<file path="config.mk">
export PLATFORM = sky130hd
export DESIGN_NAME = hash_req_dispatch
export DESIGN_NICKNAME = d
export VERILOG_FILES = /design/src/rtl/hash_req_dispatch.sv
export SDC_FILE = /design/constraint.sdc
export NUM_CORES = 1
export LEC_CHECK = 0
export CAP_MARGIN = 20
export CORE_ASPECT_RATIO = 0.6
export CORE_MARGIN = 2
export CORE_UTILIZATION = 52
export CTS_BUF_LIST = sky130_fd_sc_hd__clkbuf_4 sky130_fd_sc_hd__clkbuf_8
export CTS_CLUSTER_SIZE = 24
export DETAILED_ROUTE_END_ITERATION = 8
export PLACE_DENSITY = 0.82
export SLEW_MARGIN = 20
export SYNTH_ARGS = -nofsm -noshare
export SYNTH_HDL_FRONTEND = slang
export SYNTH_SLANG_ARGS = --single-unit
</file>
<file path="constraint.sdc">
create_clock -name clk -period 2.5 [get_ports clk]
set_input_delay 0.5 -clock clk [delete_from_list [all_inputs] [get_ports clk]]
set_output_delay 0.5 -clock clk [all_outputs]
set_load 0.05 [all_outputs]
</file>
<file path="src/rtl/hash_req_dispatch.sv">
// Request dispatcher between the show-ahead request FIFO and the hashtable core.
// Two-register pipeline (S1 popped word, S2 output), drops op=11 words, computes a multiplicative bucket index.
module hash_req_dispatch #(
    parameter int KEY_WIDTH  = 6,
    parameter int ADDR_WIDTH = 4,
    parameter int HASH_MULT  = 37
) (
    input  logic                  clk,
    input  logic                  reset,
    input  logic                  enable,
    input  logic                  fifo_empty,
    input  logic [KEY_WIDTH+1:0]  fifo_data,
    output logic                  fifo_rd_en,
    output logic                  out_valid,
    input  logic                  out_ready,
    output logic [1:0]            out_op,
    output logic [KEY_WIDTH-1:0]  out_key,
    output logic [ADDR_WIDTH-1:0] out_index,
    output logic                  drained,
    output logic [15:0]           req_count,
    output logic [15:0]           drop_count
);

    typedef enum logic [1:0] {IDLE, RUN, DRAIN} state_e;

    typedef struct packed {
        logic [1:0]            op;
        logic [KEY_WIDTH-1:0]  key;
        logic [ADDR_WIDTH-1:0] index;
    } req_t;

    localparam logic [KEY_WIDTH-1:0] MULT = KEY_WIDTH'(HASH_MULT);

    state_e               state_q, state_d;
    logic                 s1_valid_q, s1_valid_d;
    logic [KEY_WIDTH+1:0] s1_word_q, s1_word_d;
    logic                 out_valid_q, out_valid_d;
    req_t                 out_q, out_d;
    logic                 drained_q, drained_d;
    logic [15:0]          req_cnt_q, req_cnt_d;
    logic [15:0]          drop_cnt_q, drop_cnt_d;

    logic                 s2_free, s1_adv, s1_ready, pop, hs, drop, load;
    logic [1:0]           s1_op;
    logic [KEY_WIDTH-1:0] s1_key, prod;

    assign s1_op    = s1_word_q[KEY_WIDTH+1:KEY_WIDTH];
    assign s1_key   = s1_word_q[KEY_WIDTH-1:0];
    assign prod     = s1_key * MULT;
    assign s2_free  = !out_valid_q || out_ready;
    assign s1_adv   = s1_valid_q && s2_free;
    assign s1_ready = !s1_valid_q || s1_adv;
    assign pop      = (state_q == RUN) && !fifo_empty && s1_ready;
    assign hs       = out_valid_q && out_ready;
    assign drop     = s1_adv && (s1_op == 2'b11);
    assign load     = s1_adv && (s1_op != 2'b11);

    always_comb begin
        state_d     = state_q;
        s1_valid_d  = s1_valid_q;
        s1_word_d   = s1_word_q;
        out_valid_d = out_valid_q;
        out_d       = out_q;
        req_cnt_d   = req_cnt_q;
        drop_cnt_d  = drop_cnt_q;

        case (state_q)
            IDLE:    if (enable) state_d = RUN;
            RUN:     if (!enable) state_d = DRAIN;
            DRAIN: begin
                if (enable)
                    state_d = RUN;
                else if (!s1_valid_q && (!out_valid_q || out_ready))
                    state_d = IDLE;
            end
            default: state_d = IDLE;
        endcase
        drained_d = (state_d == IDLE);

        // A pop refills S1 in the same cycle it advances, so no bubble appears.
        if (pop) begin
            s1_valid_d = 1'b1;
            s1_word_d  = fifo_data;
        end else if (s1_adv) begin
            s1_valid_d = 1'b0;
        end

        if (load) begin
            out_valid_d = 1'b1;
            out_d.op    = s1_op;
            out_d.key   = s1_key;
            out_d.index = prod[KEY_WIDTH-1 -: ADDR_WIDTH];
        end else if (hs) begin
            out_valid_d = 1'b0;
        end

        if (hs && req_cnt_q != 16'hFFFF)    req_cnt_d  = req_cnt_q + 16'd1;
        if (drop && drop_cnt_q != 16'hFFFF) drop_cnt_d = drop_cnt_q + 16'd1;
    end

    always_ff @(posedge clk or negedge reset) begin
        if (!reset) begin
            state_q     <= IDLE;
            s1_valid_q  <= 1'b0;
            s1_word_q   <= '0;
            out_valid_q <= 1'b0;
            out_q       <= '0;
            drained_q   <= 1'b1;
            req_cnt_q   <= '0;
            drop_cnt_q  <= '0;
        end else begin
            state_q     <= state_d;
            s1_valid_q  <= s1_valid_d;
            s1_word_q   <= s1_word_d;
            out_valid_q <= out_valid_d;
            out_q       <= out_d;
            drained_q   <= drained_d;
            req_cnt_q   <= req_cnt_d;
            drop_cnt_q  <= drop_cnt_d;
        end
    end

    assign fifo_rd_en = pop;
    assign out_valid  = out_valid_q;
    assign out_op     = out_q.op;
    assign out_key    = out_q.key;
    assign out_index  = out_q.index;
    assign drained    = drained_q;
    assign req_count  = req_cnt_q;
    assign drop_count = drop_cnt_q;

endmodule

</file>
* After elaboration in Yosys (flattened, before gate mapping)
Cells that the tools add are included.
** Operators by class
- Add/subtract/negate cells :: 2
- Multipliers :: 1
- Equal/unequal tests :: 6
- Mux-type cells :: 9
- Reduce and logical (&&, ||, !) cells :: 18
** Operator list (count)
- $add 16x1->16 const B :: 2
- $ne 16x16->1 const B :: 2
- $logic_and 1x1->1 :: 9
- $mux 2 :: 4
- $mul 6x6->6 const B :: 1
- $pmux 2 s3 :: 1
- $eq 2x2->1 const B :: 2
- $logic_not 2->1 :: 2
- $mux 1 :: 4
- $reduce_bool 2->1 :: 2
- $logic_not 1->1 :: 3
- $eq 2x1->1 const B :: 1
- $logic_or 1x1->1 :: 2
- $ne 2x2->1 const B :: 1
** Storage, ports and cells
- Register bits :: 57
- Input bits :: 13
- Output and inout port bits :: 47
- Logic and storage cells :: 46

* Logic depth before layout (Yosys ltp)
Gate-level depths: netlist (run 1).
- Depth in word-level cells :: 7
- Mapped depth :: 7
- Mapped depth without buffers :: 7

* Worst setup path before layout (run 1)
No wires, ideal clock.
- Kind :: register -> register
- Start point :: reg req_cnt_q[0], in the netlist req_count[0]
- End point :: reg req_cnt_q[1], in the netlist req_count[1]
- Setup time :: 128 ps
- Data arrival time :: 1873 ps
- Data required time :: 2372 ps
- Slack :: 499 ps
- Stages on the path, launching flop included :: 6
- Buffers on the path :: 0
- Clock period less this slack :: 2001 ps
- Cell sequence :: dfrtp_1 > ha_1 > and3_1 > nand4_2 > o21ai_4 > mux2_1
** Between the ends
- Longest elaborated chain between the ends :: 2
- Elaborated cells between the ends (all ways) :: 3
- Those cells by class :: 1 x add/sub; 1 x eq/ne; 1 x reduce/logical
** Ends and longest elaborated chain
- start, declared :: RTL line 40 : logic [15:0] req_cnt_q, req_cnt_d;
- start signal, assigned :: RTL line 118 : req_cnt_q <= req_cnt_d;
- branches (longest 2 deep; another with $add 16x1->16)
Several ways; the timed one is not identified.
A chain may end at the register's enable or synchronous reset.

* Final worst setup path (run 1)
- Start point :: reg drop_cnt_q[7], in the netlist drop_count[7]
- End point :: out drop_count[7]
** RTL lines
- start, declared :: RTL line 41 : logic [15:0] drop_cnt_q, drop_cnt_d;
- start signal, assigned :: RTL line 119 : drop_cnt_q <= drop_cnt_d;
- end, declared :: RTL line 21 : output logic [15:0] drop_count
No word-level cell between the ends.

==> out/metrics.cfg, run 1 <==
[route]
first_iter_violations=91
wl_met3_microns=228
vias=2005
wl_met1_mm=2.907
wl_met2_mm=2.573
highest_layer=met4
routedWlPerCell_microns=15.79
first_pass_iters=4
wirelength_mm=5.763
vias_per_cell=5.493
drt.antenna.violating_nets=0
drc=0

[global_routing]
antenna_found_initial=0
grt_pass1_wl_mm=9.687
grt_overflow_total=0
grtUsageTotal_pct=21.62
grt_pass1_vias=1911
grt_max_degree=30

[clock_tree]
cts.hold.buffers_added=0
cts_tree=yes
cts_max_level=3
cts_buffers=9
worstSkewPairLatency_ns=0.34
cts_buffer_depth=2
ctsRootBufferMaster=clkbuf_8
post_cts_buffers=0
cts_resized=0
cts.sinks=57
path_clk_slew_ns=0.07

[synth]
async_reset_ff_share_pct=100.0
yosys_warnings=0
yosysUniqueCellTypes=45
syn-instance-count=224
ys.flop_type=dfrtp_1
syn_area_sq_um=2735
synth_nets=245
yosysSeqAreaShare_pct=52.20
synth_seq_cells=57
avgSynthCellArea_sq_um=12.21
synth_edf_count=0

[setup_path]
arrival_ns=1.67
critical_path_class=flip-flop to output pin
cp_max_fo=7
cp_slowest_stage_delay_ns=0.86
worst_path_max_delay_cell=clkdlybuf4s50_1
crit_required_ns=2.00
path_buf_inv=1
crit_family=buffers and inverters
cp-end-kind=output pin
cp_cell_sequence=clkdlybuf4s50_1
cp-start-kind=flip-flop

[floorplan]
fp.coreArea_sq_um=5055
rows=20
pin_count=60
die_width_microns=97.63
dieHeight_microns=60.18
die_area_sq_um=5875
start_util_pct=54.11

[final_layout]
n_antenna_cell=0
final_common_cell=clkdlybuf4s50_1
layout.nets=315
layout_common_cells=clkdlybuf4s50_1, dfrtp_1, xnor2_1
seq_area_sq_um=1428
multiInputGateArea_sq_um=1264
drive_above_1_share_pct=17.39
area_growth_pct=32.02
nFillCells=370

[sta]
fmax_mhz=459.9
setup_tns_ns=0
relSlewSlack_pct=56.37
setup_violations=0
hold_ws_ns=0.1828
fin_crit_sh_pct=86.97
worstMarginPinSlew_ns=0.6545
finalHoldViolCount=0
drv_slew=0
post-route-min-period_ns=2.174
rsz0062_at_grt=false
skew_ns=0.01150

[run]
drv_cap=0

[min_path]
min_path_type=input pin to asynchronous set/reset pin

[power_and_ir_drop]
p_seq_share_pct=37.6
pwr-share-clk_pct=23.0
switchingPower_mw=1.382
p_leak_nw=1.575
p_per_area_nw_per_um2=961.3
p_int_mw=2.089
power.total_mw=3.471
combPwrFrac_pct=39.3
peakVddDrop_mv=0.8567
switching_share_pct=39.82

[status]
status=completed

[placement]
place_hpwl_mm=4.239
routabilityCongestion=0.7817
io_buffers=59

## registers in the layout, indices dropped and copies added (netlist names)
| name | count |
|---|---|
| out_index | 4 |
| s1_word_q | 8 |
| out_op | 2 |
| out_valid | 1 |
| req_count | 16 |
| state_q | 2 |
| drop_count | 16 |
| s1_valid_q | 1 |
| drained | 1 |
| out_key | 6 |
## kinds of logic after synthesis
logic type | count (synthesis) | synth area share, %
multiplexers | 20 | 8.325
flip-flops | 57 | 52.20
adder cells (fa/ha/maj) | 8 | 3.660
AND/OR/NAND/NOR | 79 | 18.02
AO/OA/AOI/OAI | 20 | 5.626
buffers and inverters | 7 | 1.601
XOR/XNOR | 33 | 10.57
## through the flow
stage,util [%],cell area [sq um],std cells,worst slack [ns]
6_report,71.44,3611,365,0.3256
5_1_grt,71.44,3611,365,0.2472
4_1_cts,71.44,3611,365,0.3021
3_5_place_dp,67.72,3423,349,0.3386
3_3_place_gp,67.72,3423,349,0.4261
2_1_floorplan,-,2735,224,0.4993
## path summary, 6_finish.rpt
kind / start / endpoint / slack, ns / cells past startpoint
setup reg to reg: s1_word_q[2] / out_index[3] / 0.52 / 7
hold reg to reg: out_index[3] / out_index[3] / 0.49 / 2
min in group clk: out_index[3] / out_index[3] / 0.49 / 2
max in group asynchronous: reset / drained / 1.65 / 2
setup / recovery: drop_count[7] / drop_count[7] / 0.33 / 1
hold / removal: reset / out_key[4] / 0.18 / 1
## layer usage
metal | vias to the layer above | global-route usage [%]
li1 | 951 | -
met1 | 1001 | 30.81
met2 | 45 | 32.41
met3 | 8 | 6.550
met4 | 0 | 6.349
met5 | - | 0
## cell type report
cell class              count  area share [%]
well taps                  66           2.287
repair buffers             63           17.67
inverters                   3          0.3119
flip-flops and latches     57           39.54
multi-input cells         160           35.00
clock buffers              13           4.782
clock inverters             3          0.4158
## power groups by stage
| stage | sequential [mW] | clock (mW) | combinational, mW |
|---|---|---|---|
| finish | 1.31 | 0.799 | 1.37 |
| global route | 1.34 | 0.866 | 1.44 |
| CTS | 1.30 | 0.812 | 1.38 |
| detailed placement | 1.32 | 0 | 1.37 |
| global placement | 1.31 | 0 | 1.35 |
| floorplan | 1.85 | 0 | 0.345 |
## synthesized netlist by cell type, drive strengths merged, types with 4 or more instances
| library cell | number | area, sq um |
|---|---|---|
| dfrtp | 56 | 1401 |
| mux2 | 19 | 217.7 |
| xnor2 | 19 | 166.4 |
| nand2 | 16 | 60.06 |
| xor2 | 14 | 122.6 |
| nand3 | 12 | 65.06 |
| ha | 8 | 100.1 |
| nand4 | 8 | 77.57 |
| nor2 | 8 | 32.54 |
| nor3 | 8 | 40.04 |
| nor4 | 8 | 65.06 |
| o21ai | 8 | 51.30 |
| buf | 4 | 32.53 |
No activity file was read; power rests on OpenSTA's default activity.
==> run 2: changes to the inputs <==
Settings changed: CORE_ASPECT_RATIO 0.6 to 0.8.
==> run 2 against run 1 <==
Compared with the run above: via count down 2.0%; hold slack better by 0.11 ns; critical path depth unchanged; final cell count down 1.4%; combinational power about the same; global-route usage up 0.10 points; non-clock buffer count down 1; critical path type unchanged; largest cell class unchanged.
==> out/metrics.cfg, run 2 (same netlist as run 1, synthesis figures left out) <==
[floorplan]
die_width_microns=85.09  ; -13%
start_util_pct=54.31  ; +0.20 points
dieHeight_microns=68.87  ; +14%
die_area_sq_um=5860  ; -0.26%
pin_count=60  ; unchanged
fp.coreArea_sq_um=5036  ; -0.37%
rows=23  ; +15%

[global_routing]
grt_pass1_wl_mm=9.563  ; -1.3%
grt_overflow_total=0  ; unchanged
use_met2_pct=34.67  ; +2.3 points
grtUsageTotal_pct=21.72  ; +0.10 points
top_usage_layer=met2
grt_pass1_vias=1973  ; +3.2%
grt_util_met1_pct=27.65  ; -3.2 points
gr-usage-met3_pct=7.024  ; +0.47 points
antenna_found_initial=0  ; unchanged
grt_max_degree=58  ; +93%

[route]
first_pass_iters=7  ; +3
drt.antenna.violating_nets=0  ; unchanged
first_iter_violations=133  ; +46%
vias=1965  ; -2.0%
vias_per_cell=5.458  ; -0.63%
wirelength_mm=5.588  ; -3.0%
drc=0  ; unchanged
routedWlPerCell_microns=15.52  ; -1.7%

[final_layout]
final_common_cell=clkdlybuf4s50_1
fin_area_sq_um=3580  ; -0.87%
area_growth_pct=30.88
n_antenna_cell=0  ; unchanged
layout_common_cells=clkdlybuf4s50_1, dfrtp_1, xnor2_1
seq_area_sq_um=1428  ; unchanged
layout.nets=314  ; -0.32%
nFillCells=354  ; -4.3%
drive_above_1_share_pct=17.11  ; -0.28 points
multiInputGateArea_sq_um=1264  ; unchanged

[sta]
post-route-min-period_ns=2.157  ; -0.01699 ns
finalHoldViolCount=0  ; unchanged
rsz0062_at_grt=false
setup_tns_ns=0  ; unchanged
fmax_mhz=463.5  ; +0.79%
drv_slew=0  ; unchanged
skew_ns=0.006199  ; -0.005300 ns
worstMarginPinSlew_ns=0.7171  ; +0.06259 ns
setup_violations=0  ; unchanged
fin_crit_sh_pct=86.30  ; -0.68 points
relSlewSlack_pct=52.19  ; -4.2 points

[setup_path]
cp_cell_sequence=clkdlybuf4s50_1
worst_path_max_delay_cell=clkdlybuf4s50_1
path_buf_inv=1  ; unchanged
cp-start-kind=flip-flop
crit_family=buffers and inverters
cp-end-kind=output pin
reg2reg_to=drop_count[1]
r2r-start=drop_count[0]
cp_num_cells=1  ; unchanged
critical_path_class=flip-flop to output pin
crit_required_ns=2.00  ; about the same
cp_slowest_stage_delay_ns=0.85  ; about the same
arrival_ns=1.66  ; about the same
r2r_setup_slack_ns=0.46  ; -0.06 ns
ff2ff_path_depth=5  ; -2
cp_max_fo=6  ; -1

[placement]
io_buffers=59  ; unchanged
dpl_cell_area_sq_um=3398  ; -0.73%
place_hpwl_mm=4.008  ; -5.4%
routabilityCongestion=0.7956  ; +1.8%

[power_and_ir_drop]
switchingPower_mw=1.367  ; -1.1%
p_leak_nw=1.562  ; -0.80%
p_seq_share_pct=37.8  ; +0.2 points
switching_share_pct=39.74  ; -0.083 points
pwr-share-clk_pct=22.5  ; -0.5 points
p_int_mw=2.073  ; -0.75%
power.total_mw=3.440  ; -0.88%
p_per_area_nw_per_um2=961.1  ; about the same
combPwrFrac_pct=39.7  ; +0.4 points
peakVddDrop_mv=0.8918  ; +4.1%

[clock_tree]
cts_resized=0  ; unchanged
cts.sinks=57  ; unchanged
cts_max_level=3  ; unchanged
cts_tree=yes
worstSkewPairLatency_ns=0.33  ; about the same
ctsRootBufferMaster=clkbuf_8
cts.hold.buffers_added=0  ; unchanged
cts_buffer_depth=2  ; unchanged
post_cts_buffers=0  ; unchanged
path_clk_slew_ns=0.06  ; about the same
cts_buffers=9  ; unchanged

[min_path]
min_path_type=input pin to asynchronous set/reset pin

[status]
status=completed

[run]
drv_cap=0  ; unchanged

[run 2: layout make-up]
type                       count  area share [%]
sequential                    57           39.88
clock buffer                  13           4.649
inverter                       3          0.3146
clock inverter                 3          0.4194
tap                           62           2.167
multi-input combinational    160           35.30
timing repair buffer          62           17.27
[run 2: worst max path at each step]
stage	from	to	slack [ns]
2_1_floorplan	req_count[0]	req_count[1]	0.50
3_3_place_gp	out_ready	fifo_rd_en	0.38
3_5_place_dp	out_ready	drop_count[9]	0.35
4_1_cts	req_count[6]	req_count[6]	0.33
5_1_grt	drop_count[7]	drop_count[7]	0.29
6_report	req_count[6]	req_count[6]	0.34
[run 2: routing by layer]
| layer | up-vias | part of all wire [%] | routed length (microns) |
|---|---|---|---|
| met3 | 10 | 4.6 | 258 |
| li1 | 949 | - | - |
| met4 | 0 | 1.5 | 86 |
| met5 | - | 0 | 0 |
| met1 | 957 | 46 | 2564 |
| met2 | 49 | 48 | 2679 |
[run 2: through the flow]
stage / std cells / utilization [%] / setup slack, ns / hold WS [ns]
after floorplan: 224 / - / 0.4993 / 0.2044
after global placement: 344 / 67.48 / 0.3776 / 0.4649
after detailed placement: 344 / 67.48 / 0.3540 / 0.4729
after CTS: 360 / 71.08 / 0.3268 / 0.3171
after global routing: 360 / 71.08 / 0.2926 / 0.3775
final: 360 / 71.08 / 0.3426 / 0.2962
[run 2: power by group through the flow]
stage,logic [mW],clock network [mW],registers (mW)
after floorplan,0.345,0,1.85
after global placement,1.34,0,1.31
after detailed placement,1.37,0,1.32
after CTS,1.38,0.800,1.30
after global routing,1.44,0.851,1.34
final,1.37,0.775,1.30
==> run 3: changes to the inputs <==
Settings changed: SETUP_SLACK_MARGIN from default to 0.02.
==> results of run 3 <==
The final DEF is identical to that of run 2; final timing and power are the same.
